### config.mk
export PLATFORM = sky130hd
export DESIGN_NAME = dmux_flat
export DESIGN_NICKNAME = d
export VERILOG_FILES = /design/src/rtl/dmux_pkg.sv /design/src/rtl/dmux_if.sv /design/src/rtl/dmux_lane.sv /design/src/rtl/dmux.sv /design/src/flat_wrapper.sv
export SDC_FILE = /design/constraint.sdc
export NUM_CORES = 1
export LEC_CHECK = 0
export ABC_CLOCK_PERIOD_IN_PS = 800
export BUFFER_PORTS_ARGS = -buffer_cell sky130_fd_sc_hd__buf_2
export CORE_MARGIN = 2
export CORE_UTILIZATION = 41
export DETAILED_ROUTE_END_ITERATION = 16
export PLACE_DENSITY = 0.78
export SLEW_MARGIN = 20
export SYNTH_ARGS = -nofsm -noshare
export SYNTH_HDL_FRONTEND = slang
export SYNTH_SLANG_ARGS = --single-unit
### constraint.sdc
create_clock -name clk -period 0.8 [get_ports clk]
set_clock_uncertainty 0.15 [all_clocks]
set_input_delay 0.04 -clock clk [delete_from_list [all_inputs] [get_ports clk]]
set_output_delay 0.04 -clock clk [all_outputs]
set_load 0.005 [all_outputs]
### src/rtl/dmux_pkg.sv
// Shared constants and helpers for the registered one-to-N demultiplexer.
package dmux_pkg;

  // Lane-select width: clog2 of the lane count, never below one bit.
  function automatic int sel_width(input int n);
    int w;
    w = 0;
    for (int i = 0; i < 31; i++) begin
      if ((1 << w) < n) w++;
    end
    return (w < 1) ? 1 : w;
  endfunction

  function automatic int lane_lo(input int lane, input int width);
    return lane * width;
  endfunction

endpackage

### src/rtl/dmux_if.sv
// Payload/select bus into the demux and the flattened lane bus out of it.
interface dmux_if
  import dmux_pkg::*;
#(
  parameter int N_MASTERS  = 4,
  parameter int DATA_WIDTH = 4
);
  localparam int SEL_W = sel_width(N_MASTERS);

  logic [DATA_WIDTH-1:0]           data;
  logic [SEL_W-1:0]                sel;
  logic                            in_valid;
  logic [DATA_WIDTH*N_MASTERS-1:0] op;
  logic [N_MASTERS-1:0]            op_valid;
  logic                            sel_err;

  modport master (
    output data, sel, in_valid,
    input  op, op_valid, sel_err
  );

  modport slave (
    input  data, sel, in_valid,
    output op, op_valid, sel_err
  );
endinterface

### src/rtl/dmux_lane.sv
// One output lane: payload register plus its delivery strobe flop.
module dmux_lane #(
  parameter int DATA_WIDTH = 4
) (
  input  logic                  clk,
  input  logic                  rst_n,
  input  logic                  load,
  input  logic                  clear,
  input  logic [DATA_WIDTH-1:0] d,
  output logic [DATA_WIDTH-1:0] q,
  output logic                  valid
);

  // Load wins over clear; with neither asserted the lane keeps its value.
  always_ff @(posedge clk or negedge rst_n) begin
    if (!rst_n) begin
      q     <= '0;
      valid <= 1'b0;
    end else begin
      valid <= load;
      if (load) begin
        q <= d;
      end else if (clear) begin
        q <= '0;
      end
    end
  end

endmodule

### src/rtl/dmux.sv
// Registered demux: routes a qualified payload to one of N lanes, flags out-of-range selects.
module dmux
  import dmux_pkg::*;
#(
  parameter int N_MASTERS  = 4,
  parameter int DATA_WIDTH = 4,
  parameter int HOLD       = 0
) (
  input logic   clk,
  input logic   rst_n,
  dmux_if.slave bus
);

  localparam int SEL_W = sel_width(N_MASTERS);

  logic                 in_range;
  logic [N_MASTERS-1:0] load;
  logic [N_MASTERS-1:0] clear;
  logic                 sel_err_q;

  wire [DATA_WIDTH*N_MASTERS-1:0] op_flat;
  wire [N_MASTERS-1:0]            valid_flat;

  // Selects past the last lane only exist when N_MASTERS is not a power of two.
  always_comb begin
    in_range = (32'(bus.sel) < 32'(N_MASTERS));
    load     = '0;
    clear    = '0;
    for (int i = 0; i < N_MASTERS; i++) begin
      load[i]  = bus.in_valid && in_range && (bus.sel == SEL_W'(i));
      clear[i] = (HOLD == 0) && !load[i];
    end
  end

  always_ff @(posedge clk or negedge rst_n) begin
    if (!rst_n) begin
      sel_err_q <= 1'b0;
    end else begin
      sel_err_q <= bus.in_valid && !in_range;
    end
  end

  for (genvar g = 0; g < N_MASTERS; g++) begin : g_lane
    dmux_lane #(
      .DATA_WIDTH(DATA_WIDTH)
    ) u_lane (
      .clk  (clk),
      .rst_n(rst_n),
      .load (load[g]),
      .clear(clear[g]),
      .d    (bus.data),
      .q    (op_flat[lane_lo(g, DATA_WIDTH) +: DATA_WIDTH]),
      .valid(valid_flat[g])
    );
  end

  assign bus.op       = op_flat;
  assign bus.op_valid = valid_flat;
  assign bus.sel_err  = sel_err_q;

endmodule

### src/flat_wrapper.sv
// flat-port wrapper written by rule: the top's interface ports become plain ports
module dmux_flat import dmux_pkg::*;
#(
  parameter int N_MASTERS  = 4,
  parameter int DATA_WIDTH = 4,
  parameter int HOLD       = 0
)
  (clk, rst_n, bus_data, bus_sel, bus_in_valid, bus_op, bus_op_valid, bus_sel_err);
  dmux_if #(.N_MASTERS(N_MASTERS), .DATA_WIDTH(DATA_WIDTH)) bus_i ();
  input logic clk;
  input logic rst_n;
  input wire logic [$bits(bus_i.data)-1:0] bus_data;
  input wire logic [$bits(bus_i.sel)-1:0] bus_sel;
  input wire logic [$bits(bus_i.in_valid)-1:0] bus_in_valid;
  output wire logic [$bits(bus_i.op)-1:0] bus_op;
  output wire logic [$bits(bus_i.op_valid)-1:0] bus_op_valid;
  output wire logic [$bits(bus_i.sel_err)-1:0] bus_sel_err;
  assign bus_i.data = bus_data;
  assign bus_i.sel = bus_sel;
  assign bus_i.in_valid = bus_in_valid;
  assign bus_op = bus_i.op;
  assign bus_op_valid = bus_i.op_valid;
  assign bus_sel_err = bus_i.sel_err;
  dmux #(.N_MASTERS(N_MASTERS), .DATA_WIDTH(DATA_WIDTH), .HOLD(HOLD)) u_core (.clk(clk), .rst_n(rst_n), .bus(bus_i));
endmodule
### Yosys cells after proc, flatten, opt, wreduce, memory -nomap -nowiden

Cells that the tools add are included.

| cells by class | value |
|---|---|
| muxes and demuxes | 4 |
| reductions and logical operators | 5 |
| equality and inequality tests | 3 |

Operators by type and width:

| operator | number |
|---|---|
| $mux W4 | 4 |
| $eq A2 B2 Y1 const B | 2 |
| $logic_and A1 B1 Y1 | 4 |
| $eq A2 B1 Y1 const B | 1 |
| $logic_not A2 Y1 | 1 |

| word-level totals | value |
|---|---|
| output and inout bits | 21 |
| flip-flop bits (word level) | 20 |
| input bits | 9 |
| logic and storage cells | 20 |

### Logic depth before layout (Yosys ltp)

Gate-level depths: netlist of run 1.

| logic depth | value |
|---|---|
| depth after elaboration | 3 |
| depth in mapped cells | 2 |

### By module

From an unflattened synthesis of run 1, not the netlist that was laid out.

| second synthesis, totals | value |
|---|---|
| cells, all modules | 50 |
| area, all modules | 740.7 µm² |

Modules (own cells, without submodules):

| module | times used | cells each | area each (µm²) |
|---|---|---|---|
| dmux_lane | 4 | 10 | 166.4 |
| dmux | 1 | 10 | 75.1 |

### Worst setup path after synthesis of run 1

No wires, ideal clock.

| path | value |
|---|---|
| kind | reg2out |
| start point | reg u_core.g_lane[0].u_lane.valid |
| end point | out bus_op_valid[0] |
| required time | 610 ps |
| path buffers | 1 |
| data arrival time | 458 ps |
| cell stages (with the launch flop) | 2 |
| setup slack | 152 ps |
| path through | dfrtp_1 -> buf_4 |

RTL lines:

| what | line | RTL |
|---|---|---|
| start, declared | dmux_lane.sv:11 | `output logic valid` |
| start signal, assigned | dmux_lane.sv:20 | `valid <= load;` |
| end, declared | flat_wrapper.sv:16 | `output wire logic [$bits(bus_i.op_valid)-1:0] bus_op_valid;` |

No word-level cell between the ends.

### Worst setup path in the final report of run 1

| path | value |
|---|---|
| start point | reg u_core.g_lane[0].u_lane.q[0] |
| end point | out bus_op[0] |

RTL lines:

| what | line | RTL |
|---|---|---|
| start, declared | dmux_lane.sv:10 | `output logic [DATA_WIDTH-1:0] q,` |
| start signal, assigned | dmux_lane.sv:17 | `q <= '0;` |
| start signal, assigned | dmux_lane.sv:22 | `q <= d;` |
| start signal, assigned | dmux_lane.sv:24 | `q <= '0;` |
| end, declared | flat_wrapper.sv:15 | `output wire logic [$bits(bus_i.op)-1:0] bus_op;` |

No word-level cell between the ends.

==> summary.txt, run 1 <==
Logic synthesis
  – Yosys cell types: 12
  – Sequential element share of the synthesized area: 63.3%
  – Synth top cells by count: 20 x dfrtp_1, 8 x and4b_1, 6 x buf_4, 4 x and4_1, 4 x and4bb_1
  – Number of synthesized flops with an enable pin: 0
  – Post-Syn Area: ~790 sq um
  – Synth top area share: 63.3%
  – Yosys warning total: 0
  – Cells after Synth: 52
  – Yosys reg bits: 20
  – Leading cell type by number of instances after synthesis: dfrtp_1
  – Dominant cells by area after synthesis: dfrtp_1 63%, and4b_1 10%, and4bb_1 6.3%
  – Top_reg_cell synth: dfrtp_1
  – Synthesized Nets: 61
  – Largest area contributor in the netlist: dfrtp_1
  – Mapped Avg Cell Area: between 15 and 20 sq um
  – Ys async rst share: 100%

Drt
  – Drt drc: 0
  – Vias/cell: around 4.7
  – WL final: about 1.1 mm
  – First-pass DRT Iterations: 3
  – DR vias: between 400 and 500
  – Drt first-iter violations: 3
  – Final ANT Viol Nets: 0
  – Post-DR wirelength/cell: around 11 um

Timing
  – RSZ-0062 raised after global routing: true
  – Worst setup margin: -0.174 ns
  – Crit path time final: roughly 0.97 ns
  – Final Hold Fails: 18
  – Total negative setup slack: -3.22 ns
  – Hold Worst Slack: -0.0829 ns
  – Final setup viols: 20
  – Max frequency: 1.03 GHz
  – Slew Viols, Final: 0
  – Final period utilization: 122%

Worst setup path
  – Worst-path fanout max: 1
  – CP cell instances: buf_2
  – Critical Path End Type: output port
  – Cell at the slowest stage of the critical path: dfrtp_1
  – WP buf/inv: 1
  – WP data arrival: between 0.7 and 0.8 ns
  – Startpoint Class: flip-flop
  – Critical path required time: between 0.6 and 0.7 ns
  – Top delay family on crit path: flip-flops
  – Critical path class: reg -> out
  – Largest stage delay on the critical path: 0.38 ns

Placed design
  – Gpl congestion: slightly below 0.7
  – Area after DPL: between 800 and 900 sq um
  – DP Worst Slack: 0.0212 ns
  – IO Port Bufs: 28

Global route
  – Largest net degree at the start of global routing: 21
  – Met3 usage: about 2.3%
  – Tot GR Track Use: roughly 10%
  – Grt total ovfl: 0
  – Met2 usage: 17.9%
  – Global Route met1 Usage: a little over a tenth
  – Vias in the first global route: ~400
  – Antenna violations before repair: 0
  – Global routing's busiest layer: met2
  – First-pass GRT wire length: between 1.5 and 2 mm

Die
  – Die Y: about 48 um
  – Initial Util: between 40% and 50%
  – Row cnt: 15
  – Chip width: approximately 48 um
  – Die Footprint: ~0.0023 sq mm
  – I/O pins: 30
  – Area of the core: ~0.0018 sq mm

Clock network
  – Root buffer cell: clkbuf_4
  – TritonCTS Buffers: 3
  – # H-tree levels: 1
  – Clock buffer depth: 2
  – Post-cts sizing count: 0
  – Clk slew on worst S/H paths: approximately 0.1 ns
  – Clk sink count: 20
  – Hold buffers post-CTS: 1
  – TritonCTS clock tree: built

Run
  – Max Cap Viol: 0

Final layout
  – Share of cells above drive strength 1: ~45%
  – N_diodes: 0
  – Nets@finish: between 80 and 90
  – Area Overhead vs Synth: 16.3%
  – Design area: a little over 900 sq um
  – Fill cells: around 180

Power
  – Pwr dens: roughly 1900 mW/mm^2
  – Power, Total: approximately 1.7 mW
  – Max IR drop VDD: around 0.0008 V
  – P_leak: 0.549 nW

Min path
  – HP Class: in -> reg

Outcome
  – Violated checks: negative hold slack, negative setup slack
  – Status: finished, violations left
[cell type report]
cell class | instances | area (sq um) | share of cell area, %
flip-flops and latches | 20 | 500 | 54.4
multi-input cells | 21 | 201 | 21.9
clock buffers | 4 | 36.3 | 3.95
well taps | 25 | 31.3 | 3.40
repair buffers | 29 | 150 | 16.3
[logic make-up after synthesis]
group / after synthesis / synth area share, %
flops: 20 / 63.3
simple gates: 20 / 25.0
buf+inv: 11 / 11.2
other cells: 1 / 0.474
[final timing paths]
| path | start | endpoint | slack [ns] | depth (start not counted) |
|---|---|---|---|---|
| hold / removal | bus_data[2] | u_core.g_lane[2].u_lane.q[2] | -0.08 | 2 |
| min in group asynchronous | rst_n | u_core.g_lane[0].u_lane.q[1] | 0.06 | 2 |
| max in group asynchronous | rst_n | u_core.g_lane[1].u_lane.valid | 0.15 | 2 |
| setup / recovery | u_core.g_lane[0].u_lane.q[0] | bus_op[0] | -0.17 | 1 |
[registers in the layout (all words and copies together) (netlist names)]
register	count
u_core.g_lane.u_lane.q	16
u_core.g_lane.u_lane.valid	4
[routing by layer]
metal	routed length, um	vias up
li1	-	226
met1	422	220
met2	574	17
met3	71	2
met4	19	0
met5	0	-
[cells in the final DEF, fill, tap and decap left out, types with 3 or more instances in the layout]
cell and count:
buf_2 28, dfrtp_1 20, and4b_1 8, and4bb_1 4
and4_1 4, clkbuf_4 3
[power by group]
| part | total, mW | internal (mW) | switching, mW |
|---|---|---|---|
| Sequential | 1.04 | 1.04 | 0.00616 |
| Combinational | 0.136 | 0.0615 | 0.0748 |
| Clock | 0.541 | 0.277 | 0.265 |
| Total | 1.72 | 1.38 | 0.345 |
[through the flow]
step                util (%)  instances
detailed placement      49.5         94
floorplan                  -         52
finish                  52.1         99
global placement        49.5         94
CTS                     52.1         99
global route            52.1         99
[timing repair]
action / CTS / global route
setup buffers: 0 / 0
hold endpoints to repair: 38 / 18
setup endpoints to repair: 20 / 20
Power figures use the tool's default switching activity.
==> run 2, diff against run 1 <==
- CORE_MARGIN: 2 -> 1
- RECOVER_POWER: unset -> 50
==> run 2 against run 1 <==
  * The run still ends with negative hold slack, negative setup slack left
  * Global-route usage is 1.3 points higher
  * Sequential share of layout area grew 0.074 points
  * First-iteration DRC count is 100% lower
  * Setup slack worse by 0.0062 ns
  * Clock power rose by 3%
  * Final cell count unchanged
  * Cell area decreased by 0.14%
  * Via count grew 1.1%
  * Non-clock buffer count is the same
  * Worst hold slack worse by 0.0076 ns
  * Maximum frequency down 0.64%
  * Critical path type unchanged
  * Critical endpoint is now bus_op[15]
==> summary.txt, run 2 (synthesis results as in run 1) <==
Timing
  – Total negative setup slack: -3.37 ns
  – Final Hold Fails: 17
  – Slew Viols, Final: 0
  – Hold Worst Slack: -0.0905 ns
  – Crit path time final: between 0.9 and 1 ns
  – RSZ-0062 raised after global routing: true
  – Worst Max-Slew Pin Slew: around 0.55 ns
  – Worst setup margin: -0.180 ns
  – Final period utilization: 123%
  – Final setup viols: 20
  – Max frequency: about 1 GHz
  – Max_slew headroom: between 60 and 70%

Worst setup path
  – WP data arrival: about 0.8 ns
  – Critical path class: reg -> out
  – Critical Path End Type: output port
  – Cell at the slowest stage of the critical path: dfrtp_1
  – Startpoint Class: flip-flop
  – Critical path required time: approximately 0.61 ns
  – Top delay family on crit path: flip-flops
  – Largest stage delay on the critical path: 0.38 ns
  – WP buf/inv: 1
  – Stages on the worst setup path: 1
  – CP cell instances: buf_2
  – Worst-path fanout max: 1

Die
  – Initial Util: about 45%
  – Row cnt: 15
  – I/O pins: 30
  – Chip width: about 46 um
  – Die Footprint: about 0.0021 sq mm
  – Die Y: 45.9 um
  – Area of the core: 0.00176 sq mm

Drt
  – Post-DR wirelength/cell: roughly 11 um
  – First-pass DRT Iterations: 1
  – DR vias: 470
  – Drt first-iter violations: 0
  – Drt drc: 0
  – Vias/cell: about 4.7
  – WL final: ~1.1 mm
  – Final ANT Viol Nets: 0

Run
  – Max Cap Viol: 0

Clock network
  – # H-tree levels: 1
  – Post-cts sizing count: 0
  – Hold buffers post-CTS: 1
  – Root buffer cell: clkbuf_4
  – TritonCTS Buffers: 3
  – TritonCTS clock tree: built
  – Clock buffer depth: 2
  – Post-CTS setup buffer count: 0
  – Clk sink count: 20
  – Clk slew on worst S/H paths: around 0.10 ns

Placed design
  – Cells after DPL: 94
  – Area after DPL: about 870 sq um
  – Gpl congestion: slightly below 0.7
  – IO Port Bufs: 28

Final layout
  – Commonest cells after routing, fill and taps aside: 27 x buf_2, 20 x dfrtp_1, 8 x and4b_1
  – Largest register by flop count: u_core.g_lane.u_lane.q
  – Design area: slightly above 900 sq um
  – Final std cells w/o fill: 99
  – Largest regs: u_core.g_lane.u_lane.q: 16 flops, u_core.g_lane.u_lane.valid: 4 flops
  – N_diodes: 0
  – Share of cells above drive strength 1: a little over two fifths
  – Commonest non-fill, non-tap cell in the layout: buf_2
  – Max reg flops: 16
  – Util after Layout: 52.1%
  – Area Overhead vs Synth: 16.1%
  – Nets@finish: 84

Min path
  – Worst hold path startpoint: bus_data[3]
  – HP Class: in -> reg
  – WHS Endpoint: u_core.g_lane[3].u_lane.q[3]
  – WHS Path Cells: 2

Global route
  – Largest net degree at the start of global routing: 21
  – Antenna violations before repair: 0
  – Grt total ovfl: 0
  – First-pass GRT wire length: between 1.5 and 2 mm
  – Vias in the first global route: 400
  – Tot GR Track Use: around 11%

Power
  – Pwr dens: ~1900 mW/mm^2
  – P_leak: roughly 0.55 nW
  – Max IR drop VDD: ~0.00083 V

Outcome
  – Violated checks: negative hold slack, negative setup slack
  – Status: finished, violations left
[run 2: changes by cell type in the layout (fill, tap and decap cells not counted)]
cell / change
buf_2: -1
clkbuf_1: +1
[run 2: final cells by class]
type / count / area, sq um
Fill cell: 181 / 846
Sequential cell: 20 / 500
Multi-Input combinational cell: 21 / 201
Timing Repair Buffer: 29 / 149
Clock buffer: 4 / 36.3
Tap cell: 25 / 31.3
[run 2: power breakdown]
part / internal [mW] / total, mW / switching [mW]
sequential: 1.04 / 1.04 / 0.00616
clock: 0.277 / 0.557 / 0.281
combinational: 0.0609 / 0.137 / 0.0761
total: 1.38 / 1.74 / 0.363
[run 2: routing by layer]
metal | up-vias | wire length [um] | global-route usage (%)
met5 | - | 0 | 0
met4 | 0 | 17 | 7.06
met3 | 2 | 60 | 2.38
met2 | 16 | 588 | 19.7
met1 | 227 | 456 | 12.5
li1 | 225 | - | -
[run 2: worst max path at each step]
stage | start | endpoint
after floorplan | u_core.g_lane[0].u_lane.valid | bus_op_valid[0]
after global placement | bus_sel[1] | u_core.g_lane[0].u_lane.q[2]
after detailed placement | bus_sel[1] | u_core.g_lane[0].u_lane.q[3]
after CTS | u_core.g_lane[3].u_lane.q[3] | bus_op[15]
after global routing | u_core.g_lane[3].u_lane.q[3] | bus_op[15]
final | u_core.g_lane[3].u_lane.q[3] | bus_op[15]
[run 2: metrics by stage]
step                      worst slack, ns  power, mW
final                              -0.180       1.74
after global routing               -0.220       1.80
after CTS                          -0.192       1.75
after detailed placement        -0.000774       1.20
after global placement             0.0358       1.20
after floorplan                     0.152       1.16
==> run 3, diff against run 2 <==
- CORE_UTILIZATION: 41 -> 40
- SETUP_SLACK_MARGIN: unset -> 0.15
- SYNTH_HIERARCHICAL: unset -> 1
==> run 3 against run 2 <==
  * The flow still finishes with violations (negative hold slack, negative setup slack)
  * Sequential share of layout area decreased by 8.3 points
  * Clock power increased by 2%
  * Largest power group unchanged
  * Combinational power increased by 54%
  * Sequential power about the same
  * Critical path depth unchanged
  * Maximum frequency decreased by 5.3%
  * Largest cell class unchanged
  * Global-route usage increased by 6.8 points
  * Via count increased by 29%
  * Die area decreased by 3.8%
  * Synthesized area decreased by 6.3%
==> summary.txt, run 3 <==
Outcome
  – Status: finished, violations left
  – Violated checks: negative hold slack, negative setup slack

Worst setup path
  – Reg2Reg Capture Point: u_core/g_lane[3].u_lane/q[0]
  – Crit path from: u_core/g_lane[2].u_lane/q[0]
  – Worst-path fanout max: 2
  – Largest stage delay on the critical path: 0.42 ns
  – WP data arrival: roughly 0.85 ns
  – Startpoint Class: flip-flop
  – Critical path class: reg -> out
  – Critical path required time: around 0.61 ns
  – FF-to-FF path depth: 2
  – WP buf/inv: 1
  – R2R Setup Slk: -0.16 ns
  – Critical Path End Type: output port
  – Cell at the slowest stage of the critical path: dfrtp_1
  – CP endpoint: bus_op[8]
  – Stages on the worst setup path: 1
  – Top delay family on crit path: flip-flops
  – CP cell instances: buf_2
  – R2R Path Start: u_core/g_lane[3].u_lane/q[0]

Timing
  – Worst setup margin: -0.235 ns
  – Hold Worst Slack: -0.467 ns
  – Max frequency: just under 1 GHz
  – Final Hold Fails: 36
  – RSZ-0062 raised after global routing: true
  – Final period utilization: 129%
  – Crit path time final: approximately 1.0 ns
  – Final setup viols: 36
  – Slew Viols, Final: 0

Logic synthesis
  – Synth top cells by count: 20 x dfrtp_1, 16 x a22o_1, 4 x nor2_2, 2 x and3b_2, 2 x nand3b_1
  – Ys async rst share: between 90% and 100%
  – Synth top area share: roughly two thirds
  – Adder-cell area share of the yosys netlist: 0%
  – Leading cell type by number of instances after synthesis: dfrtp_1
  – Number of synthesized flops with an enable pin: 0
  – Yosys warning total: 6
  – Sequential element share of the synthesized area: 67.6%
  – Post-synthesis xor/xnor area fraction: 0%
  – Top_reg_cell synth: dfrtp_1
  – Cells after Synth: 50
  – Post-synthesis mux area share: 0%
  – Synthesized Nets: just under 60
  – Post-Syn Area: about 740 sq um
  – Yosys cell types: 11
  – Largest family of logic cells by synthesized area: compound AO/OA/AOI/OAI gates
  – Yosys reg bits: 20
  – Dominant cells by area after synthesis: dfrtp_1 68%, a22o_1 19%, nor2_2 3.4%
  – Largest area contributor in the netlist: dfrtp_1
  – Synth Area in Simple Gates: roughly an eighth
  – Compound-Gate Fraction of Synth Area: approximately a fifth
  – Mapped Avg Cell Area: between 10 and 15 sq um

Drt
  – Drt first-iter violations: 9
  – Vias/cell: just over 5
  – First-pass DRT Iterations: 4
  – Met2 Routed Length: between 800 and 900 um
  – WL final: roughly 1.7 mm
  – Top Layer Used: met4
  – Drt drc: 0
  – M1 wire length: around 700 um
  – Metal3 WL: 70 um
  – DR vias: 604
  – Final ANT Viol Nets: 0
  – Post-DR wirelength/cell: around 14 um

Final layout
  – Multi-input logic area: approximately 250 sq um
  – Fill cells: approximately 140
  – N_diodes: 0
  – Final std cells w/o fill: 120
  – Largest regs: u_core/g_lane.u_lane/q: 16 flops, u_core/g_lane.u_lane/valid: 4 flops
  – Area Overhead vs Synth: 46.1%
  – Max reg flops: 16
  – Largest register by flop count: u_core/g_lane.u_lane/q
  – Share of cells above drive strength 1: ~57%
  – Commonest cells after routing, fill and taps aside: 27 x buf_2, 20 x dfrtp_1, 16 x a22o_1
  – Seq. cell area: 500 sq um
  – Commonest non-fill, non-tap cell in the layout: buf_2
  – Nets@finish: between 100 and 150
  – Design area: roughly 0.0011 sq mm

Die
  – Die Footprint: between 0.002 and 0.0025 sq mm
  – Chip width: approximately 45 um
  – Area of the core: between 0.0015 and 0.002 sq mm
  – I/O pins: 30
  – Row cnt: 15
  – Initial Util: approximately 43%
  – Die Y: 45.0 um

Clock network
  – TritonCTS Buffers: 3
  – # H-tree levels: 1
  – Clk slew on worst S/H paths: about 0.11 ns
  – TritonCTS clock tree: built
  – Clock buffer depth: 2
  – Root buffer cell: clkbuf_4
  – Clk sink count: 20
  – Clock insertion delay at the later pin of the skew report: 0.28 ns

Global route
  – Tot GR Track Use: a little under a fifth
  – Largest net degree at the start of global routing: 21
  – Vias in the first global route: approximately 540
  – First-pass GRT wire length: about 2.5 mm
  – Antenna violations before repair: 0
  – Grt total ovfl: 0

Power
  – Max IR drop VDD: approximately 0.00080 V
  – P_leak: between 0.6 and 0.7 nW
  – Power, Total: between 1.5 and 2 mW
  – Pwr dens: between 1500 and 2000 mW/mm^2

Placed design
  – Gpl congestion: ~0.74
  – DP Worst Slack: -0.316 ns
  – Final HPWL DP: 1.05 mm
  – Cells after DPL: around 100
  – IO Port Bufs: 28
  – Area after DPL: roughly 930 sq um

Min path
  – HP Class: in -> async

Run
  – Max Cap Viol: 0
-- run 3: changes by cell type after synthesis, sizes merged, moves of 2 or more --
cell	before	now
nor2	0	4
and4bb	4	0
and4	4	0
nand3b	0	2
a22o	0	16
buf	11	1
and4b	8	0
-- run 3: logic make-up after synthesis --
family / count (synthesis)
AND/OR/NAND/NOR: 12
buffers and inverters: 1
flip-flops: 20
other: 1
AO/OA/AOI/OAI: 16
-- run 3: report_power, final --
| group | switching (mW) | internal (mW) |
|---|---|---|
| Combinational | 0.108 | 0.103 |
| Sequential | 0.0159 | 1.04 |
| Clock | 0.291 | 0.277 |
| Total | 0.415 | 1.42 |
-- run 3: layout make-up --
type	count	area share (%)
Sequential cell	20	46.2
Timing Repair Buffer	42	24.0
Multi-Input combinational cell	29	23.5
Clock buffer	4	3.35
Tap cell	25	2.89
-- run 3: routing by layer --
layer	GRT usage (%)	up-vias
met5	0	-
met1	23.3	297
met2	28.1	20
li1	-	281
met3	4.00	6
met4	10.3	0
-- run 3: stage by stage --
step	setup TNS, ns	util [%]
6_report	-5.90	62.7
5_1_grt	-7.26	62.7
4_1_cts	-5.63	60.9
3_5_place_dp	-3.89	54.1
3_3_place_gp	-3.63	54.1
2_1_floorplan	-0.548	-
-- run 3: what timing repair did --
action / in CTS / in global routing
hold endpoints to repair: 37 / 37
pin swaps: 1 / 1
setup endpoints to repair: 36 / 36
resized for setup: 0 / 4
buffers inserted: 11 / 2
-- run 3: worst min-delay path by stage --
| stage | endpoint | slack (ns) | depth (start not counted) |
|---|---|---|---|
| 4_1_cts | u_core/g_lane[1].u_lane/q[2] | -0.47 | 1 |
| 6_report | u_core/g_lane[2].u_lane/q[2] | -0.47 | 1 |
| 3_5_place_dp | u_core/g_lane[2].u_lane/valid | -0.15 | 1 |
| 3_3_place_gp | u_core/g_lane[1].u_lane/valid | -0.16 | 1 |
| 2_1_floorplan | u_core/g_lane[0].u_lane/q[0] | -0.41 | 0 |
| 5_1_grt | u_core/g_lane[2].u_lane/valid | -0.43 | 1 |
